<file path="config.mk">
export PLATFORM = sky130hd
export DESIGN_NAME = jt51_reg_file
export DESIGN_NICKNAME = d
export VERILOG_FILES = /design/src/rtl/jt51_reg_file_pkg.sv /design/src/rtl/jt51_reg_kon.sv /design/src/rtl/jt51_reg_file.sv
export SDC_FILE = /design/constraint.sdc
export NUM_CORES = 2
export LEC_CHECK = 0
export BUFFER_PORTS_ARGS = -buffer_cell sky130_fd_sc_hd__buf_2
export CELL_PAD_IN_SITES_DETAIL_PLACEMENT = 0
export CELL_PAD_IN_SITES_GLOBAL_PLACEMENT = 2
export CORE_AREA = 2 2 547 549
export DETAILED_ROUTE_END_ITERATION = 10
export DIE_AREA = 0 0 549 551
export PLACE_DENSITY = 0.44
export SETUP_SLACK_MARGIN = 0.5
export SLEW_MARGIN = 5
export SYNTH_ARGS = -nofsm -noshare
export SYNTH_HDL_FRONTEND = slang
export SYNTH_SLANG_ARGS = --single-unit
</file>
<file path="constraint.sdc">
create_clock -name clk -period 5.8 [get_ports clk]
set_clock_uncertainty 0.1 [all_clocks]
set_input_delay 0 -clock clk [delete_from_list [all_inputs] [get_ports clk]]
set_output_delay 0 -clock clk [all_outputs]
set_load 0.03 [all_outputs]
</file>
<file path="src/rtl/jt51_reg_file_pkg.sv">
// ============================================================================
// jt51_reg_file_pkg : shared widths, encodings and modulation decode
// Rev 1.0
// ============================================================================
`default_nettype none

package jt51_reg_file_pkg;

    localparam int SLOT_W  = 5;
    localparam int N_SLOTS = 32;
    localparam int N_CH    = 8;

    typedef enum logic [1:0] {
        OP_M1 = 2'd0,
        OP_M2 = 2'd1,
        OP_C1 = 2'd2,
        OP_C2 = 2'd3
    } op_e;

    typedef enum logic [2:0] {
        CON_0 = 3'd0, CON_1 = 3'd1, CON_2 = 3'd2, CON_3 = 3'd3,
        CON_4 = 3'd4, CON_5 = 3'd5, CON_6 = 3'd6, CON_7 = 3'd7
    } con_e;

    typedef enum logic [7:0] {
        REG_RL_FB_CON = 8'h20,
        REG_KC        = 8'h28,
        REG_KF        = 8'h30,
        REG_PMS_AMS   = 8'h38,
        REG_DT1_MUL   = 8'h40,
        REG_TL        = 8'h60,
        REG_KS_AR     = 8'h80,
        REG_AMS_D1R   = 8'hA0,
        REG_DT2_D2R   = 8'hC0,
        REG_D1L_RR    = 8'hE0
    } reg_base_e;

    typedef struct packed {
        logic prevprev1;
        logic internal_x;
        logic internal_y;
        logic prev2;
        logic prev1;
    } mod_sel_t;

    // Which earlier operator output feeds the current operator for a given algorithm
    function automatic mod_sel_t mod_decode(input logic [1:0] cur_op, input logic [2:0] con);
        mod_sel_t m;
        m = '0;
        case (cur_op)
            OP_M1: m.prevprev1 = 1'b1;
            OP_M2: begin
                m.prev2 = (con <= CON_2);
                m.prev1 = (con == CON_1) || (con == CON_5);
            end
            OP_C1: m.prev2 = (con == CON_0) || (con == CON_3) || (con == CON_4) ||
                             (con == CON_5) || (con == CON_6);
            default: begin
                m.prev2      = (con <= CON_4);
                m.prev1      = (con == CON_3);
                m.internal_x = (con == CON_2) || (con == CON_5);
            end
        endcase
        m.internal_y = (cur_op != OP_M1) && !(m.prev2 || m.prev1 || m.internal_x);
        return m;
    endfunction

endpackage

`default_nettype wire

</file>
<file path="src/rtl/jt51_reg_kon.sv">
// ============================================================================
// jt51_reg_kon : per-slot key-on flags and CSM (all-key-on) round latch
// Rev 1.0
// ============================================================================
`default_nettype none

module jt51_reg_kon
    import jt51_reg_file_pkg::*;
(
    input  logic              clk,
    input  logic              rst,
    input  logic              cen_i,
    input  logic              up_keyon_i,
    input  logic [6:0]        din_i,
    input  logic              csm_i,
    input  logic              overflow_a_i,
    input  logic [SLOT_W-1:0] cycles_i,
    output logic              keyon_ii_o
);

    logic [N_SLOTS-1:0] kon_q;
    logic               csm_req_q;
    logic               csm_req_d;
    logic               csm_round_q;
    logic               w_wrap;
    logic [SLOT_W-1:0]  w_slot_ii;

    assign w_wrap    = (cycles_i == 5'd31);
    assign w_slot_ii = cycles_i - 5'd1;
    // A pending request is consumed at the wrap into slot 0
    assign csm_req_d = (csm_req_q & ~w_wrap) | (csm_i & overflow_a_i);

    always_ff @(posedge clk) begin
        if (rst) begin
            kon_q       <= '0;
            csm_req_q   <= 1'b0;
            csm_round_q <= 1'b0;
        end else if (cen_i) begin
            if (up_keyon_i) begin
                kon_q[{OP_M1, din_i[2:0]}] <= din_i[3];
                kon_q[{OP_C1, din_i[2:0]}] <= din_i[4];
                kon_q[{OP_M2, din_i[2:0]}] <= din_i[5];
                kon_q[{OP_C2, din_i[2:0]}] <= din_i[6];
            end
            csm_req_q <= csm_req_d;
            if (w_wrap) begin
                csm_round_q <= csm_req_q;
            end
        end
    end

    assign keyon_ii_o = kon_q[w_slot_ii] | csm_round_q;

endmodule

`default_nettype wire

</file>
<file path="src/rtl/jt51_reg_file.sv">
// ============================================================================
// jt51_reg_file : YM2151 operator/channel parameter store and slot sequencer
// Rev 1.0
// ============================================================================
`default_nettype none

module jt51_reg_file
    import jt51_reg_file_pkg::*;
(
    input  logic       clk,
    input  logic       rst,
    input  logic       cen,
    input  logic       up_dt1,
    input  logic       up_tl,
    input  logic       up_ks,
    input  logic       up_amsen,
    input  logic       up_dt2,
    input  logic       up_d1l,
    input  logic [1:0] op,
    input  logic [2:0] ch,
    input  logic [7:0] op_din,
    input  logic       up_rl,
    input  logic       up_kc,
    input  logic       up_kf,
    input  logic       up_pms,
    input  logic [2:0] ch_sel,
    input  logic [7:0] ch_din,
    input  logic       up_keyon,
    input  logic       csm,
    input  logic       overflow_A,
    output logic [1:0] rl_I,
    output logic [2:0] fb_II,
    output logic [2:0] con_I,
    output logic [6:0] kc_I,
    output logic [5:0] kf_I,
    output logic [2:0] pms_I,
    output logic [1:0] ams_VII,
    output logic [2:0] dt1_II,
    output logic [3:0] mul_VI,
    output logic [6:0] tl_VII,
    output logic [1:0] ks_III,
    output logic [4:0] arate_II,
    output logic       amsen_VII,
    output logic [4:0] rate1_II,
    output logic [1:0] dt2_I,
    output logic [4:0] rate2_II,
    output logic [3:0] d1l_I,
    output logic [3:0] rrate_II,
    output logic       keyon_II,
    output logic [1:0] cur_op,
    output logic       op31_no,
    output logic       op31_acc,
    output logic       zero,
    output logic       half,
    output logic [4:0] cycles,
    output logic       m1_enters,
    output logic       m2_enters,
    output logic       c1_enters,
    output logic       c2_enters,
    output logic       use_prevprev1,
    output logic       use_internal_x,
    output logic       use_internal_y,
    output logic       use_prev2,
    output logic       use_prev1
);

    logic [SLOT_W-1:0] cycles_q, cycles_d;

    logic [2:0] dt1_q   [N_SLOTS];
    logic [3:0] mul_q   [N_SLOTS];
    logic [6:0] tl_q    [N_SLOTS];
    logic [1:0] ks_q    [N_SLOTS];
    logic [4:0] ar_q    [N_SLOTS];
    logic       amsen_q [N_SLOTS];
    logic [4:0] d1r_q   [N_SLOTS];
    logic [1:0] dt2_q   [N_SLOTS];
    logic [4:0] d2r_q   [N_SLOTS];
    logic [3:0] d1l_q   [N_SLOTS];
    logic [3:0] rr_q    [N_SLOTS];

    logic [1:0] rl_q  [N_CH];
    logic [2:0] fb_q  [N_CH];
    logic [2:0] con_q [N_CH];
    logic [6:0] kc_q  [N_CH];
    logic [5:0] kf_q  [N_CH];
    logic [2:0] pms_q [N_CH];
    logic [1:0] ams_q [N_CH];

    logic [SLOT_W-1:0] w_wslot;
    logic [SLOT_W-1:0] w_s2, w_s3, w_s6, w_s7;
    mod_sel_t          w_mod;

    assign cycles_d = cycles_q + 5'd1;
    assign w_wslot  = {op, ch};

    always_ff @(posedge clk) begin
        if (rst) begin
            cycles_q <= '0;
            for (int i = 0; i < N_SLOTS; i++) begin
                dt1_q[i]   <= '0;
                mul_q[i]   <= '0;
                tl_q[i]    <= '0;
                ks_q[i]    <= '0;
                ar_q[i]    <= '0;
                amsen_q[i] <= 1'b0;
                d1r_q[i]   <= '0;
                dt2_q[i]   <= '0;
                d2r_q[i]   <= '0;
                d1l_q[i]   <= '0;
                rr_q[i]    <= '0;
            end
            for (int j = 0; j < N_CH; j++) begin
                rl_q[j]  <= '0;
                fb_q[j]  <= '0;
                con_q[j] <= '0;
                kc_q[j]  <= '0;
                kf_q[j]  <= '0;
                pms_q[j] <= '0;
                ams_q[j] <= '0;
            end
        end else if (cen) begin
            cycles_q <= cycles_d;
            // Strobes are levels: re-writing the same slot every cen is harmless
            if (up_dt1) begin
                dt1_q[w_wslot] <= op_din[6:4];
                mul_q[w_wslot] <= op_din[3:0];
            end
            if (up_tl)    tl_q[w_wslot] <= op_din[6:0];
            if (up_ks) begin
                ks_q[w_wslot] <= op_din[7:6];
                ar_q[w_wslot] <= op_din[4:0];
            end
            if (up_amsen) begin
                amsen_q[w_wslot] <= op_din[7];
                d1r_q[w_wslot]   <= op_din[4:0];
            end
            if (up_dt2) begin
                dt2_q[w_wslot] <= op_din[7:6];
                d2r_q[w_wslot] <= op_din[4:0];
            end
            if (up_d1l) begin
                d1l_q[w_wslot] <= op_din[7:4];
                rr_q[w_wslot]  <= op_din[3:0];
            end
            if (up_rl) begin
                rl_q[ch_sel]  <= ch_din[7:6];
                fb_q[ch_sel]  <= ch_din[5:3];
                con_q[ch_sel] <= ch_din[2:0];
            end
            if (up_kc)    kc_q[ch_sel] <= ch_din[6:0];
            if (up_kf)    kf_q[ch_sel] <= ch_din[7:2];
            if (up_pms) begin
                pms_q[ch_sel] <= ch_din[6:4];
                ams_q[ch_sel] <= ch_din[1:0];
            end
        end
    end

    // Slot seen by each later pipeline stage
    assign w_s2 = cycles_q - 5'd1;
    assign w_s3 = cycles_q - 5'd2;
    assign w_s6 = cycles_q - 5'd5;
    assign w_s7 = cycles_q - 5'd6;

    assign rl_I      = rl_q[cycles_q[2:0]];
    assign con_I     = con_q[cycles_q[2:0]];
    assign kc_I      = kc_q[cycles_q[2:0]];
    assign kf_I      = kf_q[cycles_q[2:0]];
    assign pms_I     = pms_q[cycles_q[2:0]];
    assign dt2_I     = dt2_q[cycles_q];
    assign d1l_I     = d1l_q[cycles_q];
    assign fb_II     = fb_q[w_s2[2:0]];
    assign dt1_II    = dt1_q[w_s2];
    assign arate_II  = ar_q[w_s2];
    assign rate1_II  = d1r_q[w_s2];
    assign rate2_II  = d2r_q[w_s2];
    assign rrate_II  = rr_q[w_s2];
    assign ks_III    = ks_q[w_s3];
    assign mul_VI    = mul_q[w_s6];
    assign tl_VII    = tl_q[w_s7];
    assign amsen_VII = amsen_q[w_s7];
    assign ams_VII   = ams_q[w_s7[2:0]];

    assign cycles    = cycles_q;
    assign cur_op    = cycles_q[4:3];
    assign zero      = (cycles_q == 5'd0);
    assign half      = (cycles_q[3:0] == 4'd0);
    assign op31_no   = (cycles_q == 5'd31);
    assign op31_acc  = (cycles_q == 5'd6);
    assign m1_enters = (cycles_q[4:3] == OP_M1);
    assign m2_enters = (cycles_q[4:3] == OP_M2);
    assign c1_enters = (cycles_q[4:3] == OP_C1);
    assign c2_enters = (cycles_q[4:3] == OP_C2);

    assign w_mod          = mod_decode(cycles_q[4:3], con_q[cycles_q[2:0]]);
    assign use_prevprev1  = w_mod.prevprev1;
    assign use_internal_x = w_mod.internal_x;
    assign use_internal_y = w_mod.internal_y;
    assign use_prev2      = w_mod.prev2;
    assign use_prev1      = w_mod.prev1;

    jt51_reg_kon u_kon (
        .clk          (clk),
        .rst          (rst),
        .cen_i        (cen),
        .up_keyon_i   (up_keyon),
        .din_i        (op_din[6:0]),
        .csm_i        (csm),
        .overflow_a_i (overflow_A),
        .cycles_i     (cycles_q),
        .keyon_ii_o   (keyon_II)
    );

endmodule

`default_nettype wire

</file>
==> impl_metrics.ini <==
[finish]
final_common_cell = and2_1
synthToLayoutAreaGrowth_pct = 16.12
layout-drive-gt1-share_pct = 25.68
fin_cells = 8936
final_nets = 4880
final_cell_mix = 1556 x and2_1, 1552 x edfxtp_1, 480 x mux4_2

[power]
p_sw_share_pct = 25.94
power_frac_seq_pct = 45.9
internal_power_w = 0.02178
clkPwrFrac_pct = 41.9
p_per_area_mw_per_mm2 = 343.0
power_leakage_nw = 28.59
total_power_w = 0.02940
switchingPower_w = 0.007628
worst_ir_drop_vdd_mv = 0.2163
p_comb_share_pct = 12.2

[floorplanning]
ios = 129
die_h_um = 551
core_area_mm2 = 0.2963
start_util_pct = 24.91
dieArea_mm2 = 0.3025
die_x_um = 549
fp-row-count = 200

[run]
drv_cap = 0

[timing]
worst_pin_slew_ns = 1.244
setup_viol = 0
finalSetupTns_ns = 0
slew_viol_final = 0
finalHoldViolCount = 0
relSlewSlack_pct = 16.87
fmax_ghz = 0.2024
period_minus_slack_ns = 4.940
min_period_over_period_pct = 85.17
rsz0062_at_grt = no

[place]
gp_congestion = 0.7273
hpwl_mm = 160.5
dp_cells = 8521
portBuffers = 128

[route]
wirelength_mm = 254.6
drtAntennaViolNets = 0
via_count = 39040
drt_iter0_drc = 2774
wire_per_inst_um = 28.49
drc = 0
via_per_inst = 4.369
drtPass1Iterations = 5

[synth]
ys_types = 37
synth_fp_nets = 4758
synth_area_per_cell_um2 = 15.67
syn_inst = 4710
ys_ff_latch = 1596
netlist_area_mm2 = 0.07382
ys_warn_count = 0
yosysSeqAreaShare_pct = 64.33

[grt]
grt_max_degree = 134
antenna_found_initial = 18
grt_use_total_pct = 16.76
grt-ovfl-total = 0
grt_pass1_wl_mm = 353.9
grt_pass1_vias = 41660

[outcome]
status = finished clean

[clock_tree]
numCtsBuffers = 200
cts_num_sinks = 1596
htreeDepth = 4
clkTransAtPathRegs_ns = 0.06
clock-root-buffer = clkbuf_16
cts_tree = yes
cts_setup_buffers = 0
clockBufferDepth = 4
clkLatencyLatePin_ns = 0.85

[setup_path]
startpoint_type = flip-flop
path_common_cell = mux4_2
critPathMaxStageDelay_ns = 0.88
critPathCaptureType = output pin
crit_type = reg -> out
crit_fanout = 59
cp_slowest_cell = ha_4
path_cells = inv_1, ha_4, buf_12, mux4_2, mux4_2, mux2_2, buf_2
cp.required_ns = 5.70
worstPathArrival_ns = 4.84

[hold_path]
hold_class = in -> reg
power groups by stage:
stage,clock network (W),logic [W],registers (W)
finish,0.0123,0.00358,0.0135
global route,0.0131,0.00381,0.0136
CTS,0.0127,0.00373,0.0135
detailed placement,0,0.00369,0.0138
global placement,0,0.00368,0.0138
floorplan,0,0.00230,0.0135
synthesized netlist by cell type:
cell type / n / area share, %
and2_1: 1556 / 13
nor3b_1: 4 / 0.041
nand2_1: 49 / 0.25
or2_2: 224 / 1.9
buf_6: 5 / 0.076
nand3b_1: 6 / 0.061
nand3_1: 6 / 0.041
xnor2_1: 10 / 0.12
buf_4: 13 / 0.13
or3_1: 3 / 0.025
and3_1: 5 / 0.042
mux2_2: 66 / 1.0
a32oi_1: 2 / 0.024
mux2i_1: 40 / 0.54
nor2b_1: 5 / 0.042
inv_1: 7 / 0.036
buf_2: 44 / 0.30
nand2b_1: 2 / 0.017
o21a_1: 1 / 0.010
a21oi_1: 5 / 0.034
mux2i_2: 1 / 0.019
edfxtp_1: 1552 / 63
clkbuf_1: 258 / 1.3
and3b_1: 2 / 0.024
nor2_1: 277 / 1.4
buf_1: 21 / 0.11
ha_1: 8 / 0.14
nor3_1: 3 / 0.020
or3b_2: 2 / 0.024
a21boi_1: 1 / 0.010
dfxtp_1: 44 / 1.2
a41o_1: 1 / 0.014
a22oi_1: 1 / 0.010
mux4_2: 480 / 15
xor2_1: 3 / 0.036
o32ai_1: 1 / 0.012
o21ai_0: 2 / 0.014
routing by layer:
| layer | global-route usage, % | vias to the layer above | part of all wire [%] |
|---|---|---|---|
| met5 | 0 | - | 0.0098 |
| met4 | 4.057 | 4 | 2.3 |
| met3 | 2.679 | 264 | 3.9 |
| met2 | 27.76 | 678 | 48 |
| met1 | 22.91 | 20550 | 46 |
| li1 | - | 17550 | - |
layout make-up:
cell class	count	area [um^2]
antenna	8	20.02
clock buffer	246	5294
clock inverter	113	974.7
fill	29630	210600
inverter	7	26.28
multi-input combinational	2766	24980
sequential	1596	47500
tap	3939	4928
timing repair buffer	261	1991
worst max-delay path: cells and delay by family (launching register included):
family | cells | cell delay (ns)
flops | 1 | 0.76
buf+inv | 3 | 0.86
fa+ha+maj | 1 | 0.88
mux | 3 | 1.35
cells by family (layout without fill, tap and decap cells):
family / after synthesis / after routing / synth area share [%]
buffers and inverters: 348 / 627 / 1.961
AO/OA/AOI/OAI: 14 / 14 / 0.1271
adder cells (fa/ha/maj): 8 / 8 / 0.1356
multiplexers: 587 / 587 / 16.21
XOR/XNOR: 13 / 13 / 0.1542
flip-flops: 1596 / 1596 / 64.33
other: 0 / 8 / 0
AND/OR/NAND/NOR: 2144 / 2144 / 17.08
through the flow:
stage | area (um^2) | hold slack [ns] | setup WS [ns] | utilization (%)
after global routing | 85700 | 0.07888 | 0.5568 | 28.92
after global placement | 78950 | 0.1647 | 1.524 | 26.65
after CTS | 85700 | 0.0004720 | 0.6199 | 28.92
after floorplan | 73820 | 0.07225 | 1.735 | -
final | 85720 | 0.07579 | 0.8600 | 28.93
after detailed placement | 78950 | 0.1842 | 1.588 | 26.65
state kept, by name (all words and copies together), names as in the netlist, 5 cells and up, named ones only:
name / cells
ams_q: 16
amsen_q: 32
ar_q: 160
con_q: 24
cycles: 5
d1l_q: 128
d1r_q: 160
d2r_q: 160
dt1_q: 96
dt2_q: 64
fb_q: 24
kc_q: 56
kf_q: 48
ks_q: 64
mul_q: 128
pms_q: 24
rl_q: 16
rr_q: 128
tl_q: 224
u_kon.kon_q: 32
path summary, 6_finish.rpt:
kind / startpoint / end / slack [ns] / cells past startpoint
setup / recovery: cycles[0]$_SDFFE_PP0P_ / dt1_II[0] / 0.86 / 7
hold / removal: up_dt2 / dt2_q[9][1]$_SDFFCE_PN0P_ / 0.08 / 6
setup reg to reg: cycles[0]$_SDFFE_PP0P_ / u_kon.csm_req_q$_SDFFE_PP0P_ / 1.90 / 9
hold reg to reg: u_kon.csm_req_q$_SDFFE_PP0P_ / u_kon.csm_round_q$_SDFFE_PP0P_ / 0.39 / 2
timing repair:
item	4_1_cts	5_1_grt
hold buffers	48	0
resized for setup	0	0
endpoints found under the hold margin	903	0
No activity file was read; power rests on OpenSTA's default activity.
